<file path="config.mk">
export PLATFORM = sky130hd
export DESIGN_NAME = if_id_buffer
export DESIGN_NICKNAME = d
export VERILOG_FILES = /design/src/rtl/if_id_buffer_pkg.sv /design/src/rtl/if_id_buffer_fifo_mem.sv /design/src/rtl/if_id_buffer.sv
export SDC_FILE = /design/constraint.sdc
export NUM_CORES = 1
export LEC_CHECK = 0
export ABC_AREA = 0
export BUFFER_PORTS_ARGS = -buffer_cell sky130_fd_sc_hd__buf_4
export CAP_MARGIN = 0
export CORE_MARGIN = 3
export CORE_UTILIZATION = 50
export DETAILED_ROUTE_END_ITERATION = 12
export PLACE_DENSITY = 0.77
export SLEW_MARGIN = 15
export SYNTH_ARGS = -nofsm -noshare
export SYNTH_HDL_FRONTEND = slang
export SYNTH_SLANG_ARGS = --single-unit
</file>
<file path="constraint.sdc">
create_clock -name clk -period 8.2 [get_ports clk]
set_input_delay 1.23 -clock clk [delete_from_list [all_inputs] [get_ports clk]]
set_output_delay 1.23 -clock clk [all_outputs]
set_load 0.02 [all_outputs]
</file>
<file path="src/rtl/if_id_buffer_pkg.sv">
// Constants shared by fetch, the IF/ID buffer and decode so all three agree on
// the instruction word layout, the bubble instruction and the boot PC.
package if_id_buffer_pkg;

    localparam int WORD_W = 32;
    localparam int DROP_W = 16;

    // sll $0,$0,0 -- the bubble decode sees while nothing is buffered
    localparam logic [WORD_W-1:0] NOP_INSTR    = 32'h0000_0000;
    localparam logic [WORD_W-1:0] RESET_PC_DEF = 32'h0000_3000;

    typedef struct packed {
        logic [WORD_W-1:0] instr;
        logic [WORD_W-1:0] pc;
    } fetch_entry_t;

endpackage

</file>
<file path="src/rtl/if_id_buffer_fifo_mem.sv">
// Generic DEPTH x WIDTH register array: one synchronous write port and one
// asynchronous read port. Contents are never reset.
module if_id_buffer_fifo_mem #(
    parameter int DEPTH = 2,
    parameter int AW    = 1,
    parameter int WIDTH = 64
) (
    input  logic             clk,
    input  logic             we_i,
    input  logic [AW-1:0]    waddr_i,
    input  logic [WIDTH-1:0] wdata_i,
    input  logic [AW-1:0]    raddr_i,
    output logic [WIDTH-1:0] rdata_o
);

    logic [WIDTH-1:0] mem_q [DEPTH];

    always_ff @(posedge clk) begin
        if (we_i) begin
            mem_q[waddr_i] <= wdata_i;
        end
    end

    assign rdata_o = mem_q[raddr_i];

endmodule

</file>
<file path="src/rtl/if_id_buffer.sv">
// Decoupling buffer between fetch and decode: holds {instr, PC} pairs in order,
// backpressures fetch through in_ready and drops wrong-path entries on flush.
module if_id_buffer
    import if_id_buffer_pkg::*;
#(
    parameter int                DEPTH    = 2,
    parameter logic [WORD_W-1:0] RESET_PC = RESET_PC_DEF,
    parameter logic [WORD_W-1:0] NOP      = NOP_INSTR
) (
    input  logic                    clk,
    input  logic                    rst,
    input  logic                    in_valid,
    output logic                    in_ready,
    input  logic [WORD_W-1:0]       in_instr,
    input  logic [WORD_W-1:0]       in_pc,
    input  logic                    flush,
    output logic                    out_valid,
    input  logic                    out_ready,
    output logic [WORD_W-1:0]       out_instr,
    output logic [WORD_W-1:0]       out_pc,
    output logic [WORD_W-1:0]       out_pc8,
    output logic [$clog2(DEPTH):0]  count,
    output logic [DROP_W-1:0]       drop_cnt
);

    localparam int             AW       = $clog2(DEPTH);
    localparam int             CNT_W    = AW + 1;
    localparam logic [CNT_W-1:0] FULL_CNT = CNT_W'(DEPTH);

    function automatic logic [DROP_W-1:0] sat_add_drop(input logic [DROP_W-1:0] acc,
                                                       input logic [CNT_W-1:0]  inc);
        logic [DROP_W:0] sum;
        sum = {1'b0, acc} + (DROP_W + 1)'(inc);
        return sum[DROP_W] ? {DROP_W{1'b1}} : sum[DROP_W-1:0];
    endfunction

    logic [AW-1:0]     wr_ptr_q, wr_ptr_d;
    logic [AW-1:0]     rd_ptr_q, rd_ptr_d;
    logic [CNT_W-1:0]  count_q, count_d;
    logic [DROP_W-1:0] drop_q, drop_d;
    logic              push, pop;
    fetch_entry_t      wr_entry, rd_entry;

    // Handshakes depend only on registered occupancy, never on out_ready,
    // so a pop while full cannot open the door for a same-cycle push.
    assign out_valid = (count_q != '0);
    assign in_ready  = (count_q != FULL_CNT);
    assign push      = in_valid & in_ready & ~flush;
    assign pop       = out_valid & out_ready & ~flush;

    assign wr_entry.instr = in_instr;
    assign wr_entry.pc    = in_pc;

    if_id_buffer_fifo_mem #(
        .DEPTH (DEPTH),
        .AW    (AW),
        .WIDTH ($bits(fetch_entry_t))
    ) u_mem (
        .clk     (clk),
        .we_i    (push),
        .waddr_i (wr_ptr_q),
        .wdata_i (wr_entry),
        .raddr_i (rd_ptr_q),
        .rdata_o (rd_entry)
    );

    always_comb begin
        wr_ptr_d = wr_ptr_q;
        rd_ptr_d = rd_ptr_q;
        count_d  = count_q;
        drop_d   = drop_q;
        if (flush) begin
            wr_ptr_d = '0;
            rd_ptr_d = '0;
            count_d  = '0;
            drop_d   = sat_add_drop(drop_q, count_q);
        end else begin
            if (push) begin
                wr_ptr_d = wr_ptr_q + AW'(1);
            end
            if (pop) begin
                rd_ptr_d = rd_ptr_q + AW'(1);
            end
            if (push && !pop) begin
                count_d = count_q + CNT_W'(1);
            end else if (pop && !push) begin
                count_d = count_q - CNT_W'(1);
            end
        end
    end

    always_ff @(posedge clk or posedge rst) begin
        if (rst) begin
            wr_ptr_q <= '0;
            rd_ptr_q <= '0;
            count_q  <= '0;
            drop_q   <= '0;
        end else begin
            wr_ptr_q <= wr_ptr_d;
            rd_ptr_q <= rd_ptr_d;
            count_q  <= count_d;
            drop_q   <= drop_d;
        end
    end

    // Storage is never cleared, so an empty buffer must mask it with the bubble
    assign out_instr = out_valid ? rd_entry.instr : NOP;
    assign out_pc    = out_valid ? rd_entry.pc    : RESET_PC;
    assign out_pc8   = out_pc + 32'd8;
    assign count     = count_q;
    assign drop_cnt  = drop_q;

endmodule

</file>
==> results of run 1 <==
## flip-flops by register name, summed over array words and instances, names as in the netlist
name	count
rd_ptr_q	1
wr_ptr_q	1
u_mem.mem_q	128
drop_cnt	16
count	2
## through the flow
step	power (mW)	cell area (µm²)	std cells
floorplan	1.10	6510	487
global placement	1.24	8030	823
detailed placement	1.25	8030	823
CTS	2.01	8610	853
global route	2.07	8610	853
finish	1.99	8610	853
## how the worst max path moves through the flow
stage / from / to / slack, ps / cells past startpoint
floorplan: flush / u_mem.mem_q[1][0] / 1480 / 2
global placement: rd_ptr_q / out_pc8[21] / 3320 / 9
detailed placement: rd_ptr_q / out_pc8[31] / 3220 / 9
CTS: rd_ptr_q / out_pc8[31] / 2770 / 9
global route: rd_ptr_q / out_pc8[31] / 2570 / 9
finish: rd_ptr_q / out_pc8[31] / 2840 / 9
## cell type report
cell class / count / area, µm²
Sequential cell: 148 / 4350
Fill cell: 906 / 4060
Timing Repair Buffer: 188 / 1410
Clock inverter: 12 / 158
Multi-Input combinational cell: 304 / 2010
Tap cell: 172 / 215
Inverter: 11 / 41.3
Clock buffer: 18 / 429
## critical path, stage by stage (launching register included)
cell     delay (ps)
dfrtp_4         410
buf_4           880
mux2i_1         170
nor2_1          160
ha_1            200
or4b_4          490
or4_4           610
nor4_1          450
xor2_1          180
buf_4           160
## layer usage
layer	global-route usage (%)	routed length [µm]
met5	0	0
met4	8.95	337
met3	6.03	1190
met2	33.2	7140
met1	24.2	5450
## logic make-up (layout without fill, tap and decap cells)
kind of cell,count (synthesis),after routing
AO/OA/AOI/OAI,21,21
XOR/XNOR,38,38
buffers and inverters,35,229
adder cells (fa/ha/maj),4,4
AND/OR/NAND/NOR,177,177
multiplexers,64,64
flip-flops,148,148
## power breakdown
| group | switching, mW | total [mW] | internal, mW | leakage, nW |
|---|---|---|---|---|
| clock network | 0.285 | 0.761 | 0.475 | 0.280 |
| registers | 0.0266 | 0.893 | 0.866 | 1.44 |
| logic | 0.198 | 0.338 | 0.140 | 1.75 |
| total | 0.510 | 1.99 | 1.48 | 3.47 |
## synth_stat cells (3+ instances only)
cell / instances / area, µm²
a21oi_1: 4 / 20.0
a31oi_1: 4 / 25.0
buf_2: 6 / 30.0
buf_4: 5 / 37.5
clkbuf_1: 9 / 33.8
dfrtp_1: 20 / 500
edfxtp_1: 128 / 3840
ha_1: 3 / 37.5
inv_1: 11 / 41.3
mux2i_1: 64 / 641
nand2_1: 33 / 124
nand2b_1: 4 / 25.0
nand3_1: 15 / 75.1
nand3b_1: 7 / 52.6
nand4_1: 8 / 50.1
nor2_1: 76 / 285
nor3_1: 17 / 85.1
nor4_1: 4 / 25.0
o21ai_0: 7 / 35.0
xnor2_1: 13 / 114
xor2_1: 25 / 219
==> results.toml, run 1 <==
[synthesis]
ys_seq_elements = 148
synth_top_family_by_area = "simple AND/OR/NAND/NOR gates"
synth_compound_area_share_pct = 1.92
yosys_warnings = 0
synthSimpleGateAreaFrac_pct = 12.9
ys_seq_area_share_pct = 66.7
synth-xor-area-share_pct = 5.11
synthAdderAreaFrac_pct = 0.884
netlist_instances = 487
synth.net_count = 560
synth_area_um2 = 6510
synthFlopType = "edfxtp_1"
synth_edf_count = 128
synth_cell_type_count = 39
avgSynthCellArea_um2 = 13.4
async_flop_share_pct = 13.5
synth_mux_area_share_pct = 9.84

[sta]
period_needed_ps = 5360
setup_violations = 0
grt_setup_unrepaired = "false"
fin_worst_skew_ps = 8.65
finalHoldWorstSlack_ps = 522
fin_ws_ps = 2840
finalMaxSlewViolations = 0
min_period_over_period_pct = 65.4
fin_setup_tns_ps = 0
finalHoldViolations = 0
maxSlewHeadroom_pct = 22.1
clock.fmax_mhz = 187
tightest_slew_ps = 1170

[die]
die_x_um = 120
num_rows = 41
die-area_um2 = 14400
core-area_um2 = 12700
die_y_um = 120
start_util_pct = 51.4
ios = 185

[clock_tree]
cts_resized = 0
cts_setup_buffers = 0
cts_root_buf = "clkbuf_16"
holdBufCountCts = 0
cts_tree = "yes"
clk_path_buf_depth = 2
clkSinkCount = 148
htree_levels = 4
insertion_delay_ps = 410
clk_pin_slew_ps = 60
cts_buffers = 17

[critical_path]
cp-end-kind = "output pin"
r2r-start = "count[0]"
crit_path_start_kind = "flip-flop"
r2r_cells = 7
critical_path_class = "flip-flop to output pin"
r2r_end = "drop_cnt[2]"
worst_ep_arrival_time_ps = 4130
worstPathRequired_ps = 6970
reg2reg_slack_ps = 5640
cp_max_fo = 77

[drt]
num_vias = 4511
totalWireLength_um = 14100
firstDrtPassIters = 4
vias_per_cell = 5.29
route.detailed.drc = 0
drtAntennaViolNets = 0
wl_per_cell_um = 16.5
drt-initial-drc-count = 289

[layout]
final_net_count = 743
final_common_cell = "buf_4"
fin_util_pct = 68.0
final_cell_mix = "buf_4, edfxtp_1, nor2_1, mux2i_1, nand2_1"
insertedDiodeCount = 0
drive_gt1_share_pct = 32.9
syn_to_final_growth_pct = 32.3

[worst_hold_path]
hp-start = "drop_cnt[12]"
min_to = "drop_cnt[12]"
min_delay_path_depth = 1
hp-class = "flip-flop to flip-flop"

[pwr]
peakVddDrop_v = 0.000158
power_leakage_nw = 3.47
power.density_nw_per_um2 = 231

[placement]
port_buffers = 184
pre_cts_ws_ps = 3220
gp_congestion = 0.821
dp_hpwl_um = 9750

[global_route]
grt_start_max_net_pins = 78
grt_usage_pct = 20.0
antenna_found_initial = 0
grt.overflow.total = 0
grt_pass1_wl_um = 22200
grt_pass1_vias = 4454

[status]
status = "completed"

[job]
maxCapViolations = 0
Power figures use the tool's default switching activity.
==> run 2: changes to the inputs <==
==> constraint.sdc (replaced) <==
create_clock -name clk -period 5.3 [get_ports clk]
set_input_delay 0.795 -clock clk [delete_from_list [all_inputs] [get_ports clk]]
set_output_delay 0.795 -clock clk [all_outputs]
set_load 0.02 [all_outputs]
==> results.toml, run 2 (synthesis gave the netlist of run 1 again) <==
[global_route]
grt_usage_pct = 19.8
grt_pass1_wl_um = 22000
grt_start_max_net_pins = 73
grt.overflow.total = 0
met1_usage_pct = 25.1
grt_busiest_layer = "met2"
grt_util_met2_pct = 32.6
grt_pass1_vias = 4397
grt_util_met3_pct = 6.03
antenna_found_initial = 0

[critical_path]
crit_chain = "mux2i_1, or2_2, inv_1, ha_1, or4b_4, or4_4, nor4_1, xor2_1, buf_4"
crit_path_start_kind = "flip-flop"
cp_top_family = "simple AND/OR/NAND/NOR gates"
cp_max_fo = 12
worstPathRequired_ps = 4510
max_stage_delay_ps = 620
worst_ep_arrival_time_ps = 3510
r2r_cells = 7
cp-end-kind = "output pin"
path_depth = 9
cp_num_buf_inv = 2
critical_path_class = "flip-flop to output pin"
slowest_stage = "or4_4"

[sta]
tightest_slew_ps = 879
fin_setup_tns_ps = 0
finalMaxSlewViolations = 0
finalHoldViolations = 0
finalHoldWorstSlack_ps = 522
period_needed_ps = 4300
fin_ws_ps = 997
clock.fmax_mhz = 232
min_period_over_period_pct = 81.2
maxSlewHeadroom_pct = 41.4
grt_setup_unrepaired = "false"
fin_worst_skew_ps = 7.77
setup_violations = 0

[layout]
largest_reg_flops = 128
final_cell_mix = "buf_4, edfxtp_1, nor2_1, mux2i_1, nand2_1"
insertedDiodeCount = 0
fillers = 956
final_common_cell = "buf_4"
drive_gt1_share_pct = 32.8
syn_to_final_growth_pct = 31.3
final_net_count = 744
top_register = "u_mem.mem_q"

[drt]
firstDrtPassIters = 4
drt-initial-drc-count = 269
drtAntennaViolNets = 0
totalWireLength_um = 14200
wl_per_cell_um = 16.6
num_vias = 4419
route.detailed.drc = 0
vias_per_cell = 5.17

[pwr]
power_leakage_nw = 3.44
power.density_nw_per_um2 = 342
peakVddDrop_v = 0.000304
finalPower_mw = 2.92

[clock_tree]
cts_setup_buffers = 0
cts_resized = 0
holdBufCountCts = 0
clkSinkCount = 148
htree_levels = 4
cts_tree = "yes"
clk_pin_slew_ps = 60
cts_root_buf = "clkbuf_16"
clk_path_buf_depth = 2
insertion_delay_ps = 410
cts_buffers = 17

[placement]
port_buffers = 184
pre_cts_ws_ps = 1430
gp_congestion = 0.876
dp_hpwl_um = 9850

[worst_hold_path]
hp-class = "input port to asynchronous set/reset pin"

[die]
num_rows = 41
ios = 185
die_x_um = 120
core-area_um2 = 12700
die_y_um = 120
die-area_um2 = 14400
start_util_pct = 51.4

[status]
status = "completed"

[job]
maxCapViolations = 0
[run 2: power breakdown]
| part | switching [mW] | internal, mW |
|---|---|---|
| registers | 0.0420 | 1.34 |
| logic | 0.305 | 0.215 |
| clock network | 0.431 | 0.587 |
| total | 0.778 | 2.14 |
[run 2: cell type report]
cell class / count / area, µm² / area share, %
flip-flops and latches: 148 / 4350 / 50.9
well taps: 172 / 215 / 2.52
multi-input cells: 304 / 2020 / 23.7
clock inverters: 11 / 65.1 / 0.761
clock buffers: 20 / 437 / 5.11
repair buffers: 189 / 1420 / 16.6
inverters: 11 / 41.3 / 0.483
[run 2: stage by stage]
step | utilization, % | area [µm²] | instances
3_3_place_gp | 63.5 | 8050 | 824
6_report | 67.5 | 8550 | 855
2_1_floorplan | - | 6520 | 487
5_1_grt | 67.5 | 8550 | 855
3_5_place_dp | 63.5 | 8050 | 824
4_1_cts | 67.5 | 8550 | 855
[run 2: worst paths after layout]
| path | to | slack [ps] | from |
|---|---|---|---|
| max | out_pc8[31] | 1000 | rd_ptr_q |
| min reg2reg | drop_cnt[12] | 530 | drop_cnt[12] |
| min | drop_cnt[13] | 520 | rst |
| min in group clk | drop_cnt[12] | 530 | drop_cnt[12] |
| max in group asynchronous | rd_ptr_q | 4220 | rst |
| max reg2reg | drop_cnt[7] | 2810 | count[0] |
[run 2: routing by layer]
| metal | wire, µm | vias up |
|---|---|---|
| li1 | - | 2131 |
| met1 | 5960 | 2140 |
| met2 | 7030 | 132 |
| met3 | 978 | 16 |
| met4 | 213 | 0 |
| met5 | 0 | - |
